==> config.mk <==
export PLATFORM = sky130hd
export DESIGN_NAME = bd_sync_rx_flat
export DESIGN_NICKNAME = d
export VERILOG_FILES = /design/src/rtl/bd_sync_rx_if.sv /design/src/rtl/bd_sync_rx.sv /design/src/flat_wrapper.sv
export SDC_FILE = /design/constraint.sdc
export NUM_CORES = 1
export LEC_CHECK = 0
export CORE_UTILIZATION = 50
export DETAILED_ROUTE_END_ITERATION = 7
export PLACE_DENSITY_LB_ADDON = 0.08
export SLEW_MARGIN = 20
export SYNTH_ARGS = -nofsm -noshare
export SYNTH_HDL_FRONTEND = slang
export SYNTH_SLANG_ARGS = --single-unit
==> constraint.sdc <==
create_clock -name clk -period 3.2 [get_ports clk]
set_clock_uncertainty 0.15 [all_clocks]
set_input_delay 0.64 -clock clk [delete_from_list [all_inputs] [get_ports clk]]
set_output_delay 0.64 -clock clk [all_outputs]
set_load 0.02 [all_outputs]
==> src/rtl/bd_sync_rx_if.sv <==
// Bundled-data request/ack channel plus the clocked valid/ready output stream
// of the bd_sync_rx receiver, bundled as one port.
interface bd_sync_rx_if #(
    parameter int N = 1
);
    logic         req;
    logic [N-1:0] data;
    logic         ack;
    logic [N-1:0] o_data;
    logic         o_valid;
    logic         o_ready;

    modport master (
        output req,
        output data,
        output o_ready,
        input  ack,
        input  o_data,
        input  o_valid
    );

    modport slave (
        input  req,
        input  data,
        input  o_ready,
        output ack,
        output o_data,
        output o_valid
    );
endinterface

==> src/rtl/bd_sync_rx.sv <==
// Async-to-sync boundary for delay-matched pipelines: synchronises a 4-phase
// bundled-data request, captures each token into a FIFO, emits valid/ready.
module bd_sync_rx #(
    parameter  int N     = 1,
    parameter  int DEPTH = 4,
    parameter  int SYNC  = 2,
    localparam int CW    = $clog2(DEPTH + 1),
    localparam int AW    = $clog2(DEPTH)
) (
    input  logic          clk,
    input  logic          rst,
    bd_sync_rx_if.slave   bus,
    output logic [CW-1:0] count
);

    typedef enum logic {
        IDLE  = 1'b0,
        ACKED = 1'b1
    } state_t;

    state_t         state_q, state_d;
    logic           ack_q, ack_d;
    logic [SYNC-1:0] sync_q;
    logic           req_s;
    logic [AW-1:0]  wr_ptr, rd_ptr;
    logic [CW-1:0]  count_q;
    logic           full;
    logic           push;
    logic           pop;
    logic [N-1:0]   mem [DEPTH];

    // Only the last synchroniser stage may reach the FSM.
    assign req_s = sync_q[SYNC-1];
    assign full  = (count_q == CW'(DEPTH));
    assign pop   = bus.o_valid && bus.o_ready;

    // NOTE: sequential state uses non-blocking assignments so every flop
    // samples pre-edge values, independent of block ordering.
    always_ff @(posedge clk or negedge rst) begin
        if (!rst) begin
            sync_q <= '0;
        end else begin
            sync_q <= {sync_q[SYNC-2:0], bus.req};
        end
    end

    always_ff @(posedge clk or negedge rst) begin
        if (!rst) begin
            state_q <= IDLE;
            ack_q   <= 1'b0;
        end else begin
            state_q <= state_d;
            ack_q   <= ack_d;
        end
    end

    // NOTE: every always_comb output gets a default first so no path
    // leaves it unassigned, which would infer a latch.
    always_comb begin
        state_d = state_q;
        ack_d   = ack_q;
        push    = 1'b0;
        case (state_q)
            IDLE: begin
                // Full stalls the channel: ack stays low until space appears.
                if (req_s && !full) begin
                    push    = 1'b1;
                    ack_d   = 1'b1;
                    state_d = ACKED;
                end
            end
            ACKED: begin
                if (!req_s) begin
                    ack_d   = 1'b0;
                    state_d = IDLE;
                end
            end
            default: begin
                ack_d   = 1'b0;
                state_d = IDLE;
            end
        endcase
    end

    // NOTE: the storage array has no reset; occupancy is governed by the
    // pointers and count, so stale entries are never presented as valid.
    always_ff @(posedge clk) begin
        if (push) begin
            mem[wr_ptr] <= bus.data;
        end
    end

    always_ff @(posedge clk or negedge rst) begin
        if (!rst) begin
            wr_ptr  <= '0;
            rd_ptr  <= '0;
            count_q <= '0;
        end else begin
            if (push) begin
                wr_ptr <= wr_ptr + AW'(1);
            end
            if (pop) begin
                rd_ptr <= rd_ptr + AW'(1);
            end
            case ({push, pop})
                2'b10:   count_q <= count_q + CW'(1);
                2'b01:   count_q <= count_q - CW'(1);
                default: count_q <= count_q;
            endcase
        end
    end

    assign bus.ack     = ack_q;
    assign bus.o_valid = (count_q != '0);
    assign bus.o_data  = mem[rd_ptr];
    assign count       = count_q;

    // Registered full check makes overflow unreachable; pop is gated by o_valid.
    a_no_overflow : assert property (@(posedge clk) disable iff (!rst)
        count_q <= CW'(DEPTH));
    a_push_only_when_space : assert property (@(posedge clk) disable iff (!rst)
        push |-> !full);

endmodule

==> src/flat_wrapper.sv <==
// flat-port wrapper written by rule: the top's interface ports become plain ports
module bd_sync_rx_flat 
#(
    parameter  int N     = 1,
    parameter  int DEPTH = 4,
    parameter  int SYNC  = 2,
    localparam int CW    = $clog2(DEPTH + 1),
    localparam int AW    = $clog2(DEPTH)
)
  (clk, rst, count, bus_req, bus_data, bus_o_ready, bus_ack, bus_o_data, bus_o_valid);
  bd_sync_rx_if #(.N(N)) bus_i ();
  input  logic clk;
  input  logic rst;
  output logic [CW-1:0] count;
  input wire logic [$bits(bus_i.req)-1:0] bus_req;
  input wire logic [$bits(bus_i.data)-1:0] bus_data;
  input wire logic [$bits(bus_i.o_ready)-1:0] bus_o_ready;
  output wire logic [$bits(bus_i.ack)-1:0] bus_ack;
  output wire logic [$bits(bus_i.o_data)-1:0] bus_o_data;
  output wire logic [$bits(bus_i.o_valid)-1:0] bus_o_valid;
  assign bus_i.req = bus_req;
  assign bus_i.data = bus_data;
  assign bus_i.o_ready = bus_o_ready;
  assign bus_ack = bus_i.ack;
  assign bus_o_data = bus_i.o_data;
  assign bus_o_valid = bus_i.o_valid;
  bd_sync_rx #(.N(N), .DEPTH(DEPTH), .SYNC(SYNC)) u_core (.clk(clk), .rst(rst), .bus(bus_i), .count(count));
endmodule
== Word level (Yosys, flattened, before mapping) ==
Memories as Yosys holds them, arrays and structs flattened.
Index checks and enable logic that the tools add are counted.

* Register bits: 11
* Bits in writable memories: 4
* Input port bits: 5
* Output and inout bits: 6
* Word-level logic and storage cells: 33
* Memories kept: 1

{| class="wikitable"
|+ Memories
! name !! words !! bits a word !! read ports !! clocked after Yosys merged registers in !! write ports !! RTL line !! source
|-
| u_core.mem || 4 || 1 || 1 || 0 || 1 || bd_sync_rx.sv:30 || <nowiki>logic [N-1:0] mem [DEPTH];</nowiki>
|}

* $add $sub $neg: 4
* Eq/ne operators: 5
* Multiplexer cells: 10
* Bitwise gates (word level): 1
* Reductions and logical operators: 6

{| class="wikitable"
|+ Operators by type and width
! operator !! count
|-
| 1-bit two-way mux || 7
|-
| 3-bit case mux with 2 select lines || 1
|-
| 2-bit by 1-bit adder with 2-bit output (second input constant) || 2
|-
| 1-bit case mux with 2 select lines || 2
|-
| 3-bit by 1-bit adder with 3-bit output (second input constant) || 1
|-
| 3-bit equality test (second input constant) || 1
|-
| 3-bit nonzero test || 1
|-
| 3-bit by 1-bit subtractor with 3-bit output (second input constant) || 1
|-
| 2-bit by 1-bit equality test with 1-bit output (second input constant) || 1
|-
| 2-bit equality test (second input constant) || 1
|-
| 1-bit logical AND || 2
|-
| 2-bit by 1-bit != test with 1-bit output (second input constant) || 1
|-
| 2-bit != test (second input constant) || 1
|-
| 2-bit AND reduction || 1
|-
| 2-bit nonzero test || 1
|-
| 1-bit logical NOT || 1
|-
| 1-bit inverter || 1
|}

== Logic depth before layout (Yosys ltp) ==
* Word-level depth: 7
* Mapped depth: 10
* Mapped depth without buffers: 9

== Worst setup path before layout ==
Ideal clock, no wire load.

* Path kind: register -> register
* Start point: register u_core.count_q[0], in the netlist u_core.count[0]
* End point: register u_core.count_q[2], in the netlist u_core.count[2]
* Setup time: 0.080 ns
* Data arrival time: 2.179 ns
* Data required time: 2.970 ns
* Setup slack: 0.792 ns
* Stages on the path, launching flop included: 11
* Buffers on the path: 1
* Cell sequence: dfrtp_1 > or3b_1 > and3b_1 > buf_6 > inv_1 > ha_1 > inv_1 > fa_1 > xor2_1 > nor2_1 > xor2_1

* Word-level cells in the longest chain between the ends: 7

{| class="wikitable"
|+ Ends and longest elaborated chain
! what !! RTL line !! source
|-
| start: declaration || bd_sync_rx.sv:26 || <nowiki>logic [CW-1:0] count_q;</nowiki>
|-
| start signal: assignment || bd_sync_rx.sv:106 || <nowiki>2'b10: count_q <= count_q + CW'(1);</nowiki>
|-
| start signal: assignment || bd_sync_rx.sv:107 || <nowiki>2'b01: count_q <= count_q - CW'(1);</nowiki>
|-
| start signal: assignment || bd_sync_rx.sv:108 || <nowiki>default: count_q <= count_q;</nowiki>
|-
| 3-bit equality test || bd_sync_rx.sv:34 || <nowiki>assign full = (count_q == CW'(DEPTH));</nowiki>
|-
| 1-bit logical NOT || bd_sync_rx.sv:66 || <nowiki>if (req_s && !full) begin</nowiki>
|-
| 1-bit logical AND || bd_sync_rx.sv:66 ||
|-
| 1-bit two-way mux || bd_sync_rx.sv:66 ||
|-
| 1-bit two-way mux || bd_sync_rx.sv:63 || <nowiki>case (state_q)</nowiki>
|-
| 2-bit by 1-bit equality test with 1-bit output / 2-bit equality test (equally long branches) || bd_sync_rx.sv:105 || <nowiki>case ({push, pop})</nowiki>
|-
| 3-bit case mux with 2 select lines / 2-bit nonzero test (equally long branches) || -- ||
|}

Several ways; a longest one is shown, not always the timed one.
A chain may end at the register's enable or synchronous reset.

== Final worst setup path ==
* Start point: register u_core.count_q[2], in the netlist u_core.count[2]
* End point: output bus_o_valid

* Word-level cells in the longest chain between the ends: 1

{| class="wikitable"
|+ Ends and longest elaborated chain
! what !! RTL line !! source
|-
| 3-bit nonzero test || bd_sync_rx.sv:114 || <nowiki>assign bus.o_valid = (count_q != '0);</nowiki>
|-
| end: declaration || flat_wrapper.sv:20 || <nowiki>output wire logic [$bits(bus_i.o_valid)-1:0] bus_o_valid;</nowiki>
|}

Every way passes these cells.

==> results by group <==
Cells and area
  • Nets: 75
  • N_diodes: 0
  • Layout cells sized above 1: 17.5%
  • Most frequent cells in the layout: 11 x dfrtp_1, 10 x clkdlybuf4s50_1, 6 x inv_1
  • Area added between synthesis and finish: 19.0%
  • Commonest non-fill, non-tap cell in the layout: dfrtp_1

Synth
  • Mapped Area: 706 sq um
  • Syn_area_per_cell: 14.1 sq um
  • Syn_nets: 61
  • Post-synthesis cell type count: 22
  • Sequential area share after synthesis: 56.0%
  • Warnings from Yosys: 0
  • Synth Instances: 50
  • Synth Register Bits: 15

Power
  • Comb pwr share: 44.9%
  • Sw frac: 35.8%
  • Internal power: 0.000490 W
  • PwrDens: 910 nW/um^2
  • Flop pwr share: 41.8%
  • Tot Pwr: 0.000764 W
  • Power share of the clock group: 13.3%
  • Maximum VDD drop: 0.387 mV
  • Switching power: 0.000274 W
  • LEAKAGE: 0.372 nW

Global routing
  • Top Usage Layer GRT: met2
  • Grt met3 use: 6.82%
  • First-pass GRT wire length: 1570 um
  • GRT met1 Usage: 20.1%
  • Gr usage total: 17.1%
  • Largest net degree at the start of global routing: 12
  • GR Util met2: 25.8%
  • Vias in the first global route: 362
  • Overflow after GRT: 0
  • Initial antenna violation count: 0

Clocking
  • CTS sink count: 15
  • CTS tree: yes
  • Clock Latency Late Sink: 0.28 ns
  • Clock transition at the registers of the reported paths: 0.08 ns
  • Post-CTS Resized: 0
  • Cts hold-fix bufs: 0
  • H-tree Lvls: 1
  • Root Buffer: clkbuf_4
  • Post CTS Setup Buffer Count: 0
  • TritonCTS Buffers: 3
  • Bufs on Longest Clock Path: 2

Timing
  • Final setup TNS: 0 ns
  • Fmax: 394 MHz
  • Final hold vios: 0
  • Final worst slack: 0.665 ns
  • Final worst-path cycle share: 79.2%
  • Slew headroom: 68.3%
  • Least-Margin Pin Slew: 0.475 ns
  • Unrepaired setup endpoints after global routing: no
  • Post-layout minimum cycle time: 2.54 ns
  • Endpoints failing setup: 0
  • Final Slew Violations: 0

Min path
  • HP Start: u_core.sync_q[0]
  • Type of the most critical hold path: reg2reg
  • Hold EP: u_core.sync_q[1]
  • WHS Path Cells: 0

Placed design
  • Post-place setup slack: 0.625 ns
  • DP Wirelength: 796 um
  • GPL Wtd Cong: 0.596
  • Port bufs: 10

Floorplanning
  • Die outline area: 1570 sq um
  • Site Rows: 13
  • Core Area: 1300 sq um
  • IO Pins: 11
  • Die outline height: 39.6 um
  • Initial Utilization: 54.2%
  • Die span in x: 39.6 um

Critical path
  • Crit Path Max Fanout: 5
  • Reg2Reg Depth: 9
  • R2R Path End: u_core.count[2]
  • Startpoint Class: register
  • Crit. End Element: output port
  • Worst Path Required: 2.41 ns
  • Crit Path Category: reg2out
  • Reg2reg setup slack: 0.69 ns
  • CP arrival: 1.75 ns
  • FF-to-FF Start: u_core.count[0]

Detailed routing
  • Vias per cell: 5.04
  • Drt wl/cell: 12.7 um
  • Via Count: 393
  • Final WL: 993 um
  • DRT Pass-1 Iters: 2
  • Detailed-route DRC error count: 0
  • Post-DRT Antenna Nets: 0
  • DR iter-0 viols: 4

Outcome
  • Status: finished, final reports clean

Job
  • Number of max-cap violations: 0
layer usage:
| layer | up-vias | routed length (um) |
|---|---|---|
| met4 | 0 | 19 |
| li1 | 187 | - |
| met3 | 2 | 63 |
| met5 | - | 0 |
| met1 | 191 | 404 |
| met2 | 13 | 505 |
power groups by stage:
stage          Sequential [W]  Combinational, W  Clock, W
6_report             0.000319          0.000343  0.000102
3_5_place_dp         0.000325          0.000344         0
4_1_cts              0.000321          0.000348  0.000105
3_3_place_gp         0.000314          0.000323         0
5_1_grt              0.000329          0.000386  0.000113
2_1_floorplan        0.000342          0.000204         0
layout make-up:
| type | count | area [sq um] |
|---|---|---|
| Clock buffer | 4 | 26.3 |
| Inverter | 6 | 22.5 |
| Multi-Input combinational cell | 28 | 277 |
| Fill cell | 105 | 462 |
| Tap cell | 15 | 18.8 |
| Timing Repair Buffer | 10 | 100 |
| Sequential cell | 15 | 395 |
how the worst max path moves through the flow:
stage	from	endpoint	slack [ns]	depth (start not counted)
3_5_place_dp	bus_o_ready	u_core.count[2]	0.62	8
3_3_place_gp	bus_o_ready	u_core.count[2]	0.72	8
4_1_cts	u_core.count[2]	bus_o_valid	0.65	2
6_report	u_core.count[2]	bus_o_valid	0.66	2
5_1_grt	u_core.count[0]	u_core.count[2]	0.57	9
2_1_floorplan	u_core.count[0]	u_core.count[2]	0.79	10
cell usage after synthesis, drive strengths merged:
library cell  count  area [sq um]
edfxtp            4           120
and3b             1          8.76
mux4              1          22.5
mux2              1          15.0
or3               1          7.51
xnor2             3          26.3
a21o              1          8.76
o31a              1          10.0
or3b              1          8.76
xor2              3          26.3
dfrtp            11           275
nand2b            1          6.26
nand2             1          3.75
buf               1          11.3
nor2              1          3.75
inv               6          22.5
mux2i             1          10.0
and2              4          28.8
o21a              1          7.51
fa                1          20.0
ha                5          62.6
sequential cells by signal (all words and copies together), names as in the netlist:
register,count
u_core.wr_ptr,2
u_core.state_q,1
u_core.rd_ptr,2
u_core.count,3
u_core.sync_q,2
u_core.mem,4
u_core.bus.ack,1
worst max-delay path, stage by stage, from the launching register on:
cell	delay, ns
dfrtp_1	0.43
or3_2	0.49
clkdlybuf4s50_1	0.55
per-stage QoR:
stage          utilization, %  instance area (sq um)  hold slack [ns]  instances
5_1_grt                  64.5                    840            0.218         78
4_1_cts                  64.5                    840            0.213         78
3_3_place_gp             62.5                    813            0.190         74
2_1_floorplan               -                    706            0.181         50
6_report                 64.5                    840            0.210         78
3_5_place_dp             62.5                    813            0.194         74
logic make-up after synthesis:
logic type,count (synthesis),synth area share [%]
flops,15,56.0
fa+ha+maj,6,11.7
simple gates,10,9.58
mux,3,6.74
xor+xnor,6,7.45
compound gates,3,3.72
buf+inv,7,4.79
Note: power is estimated with default switching activity, not from simulation.
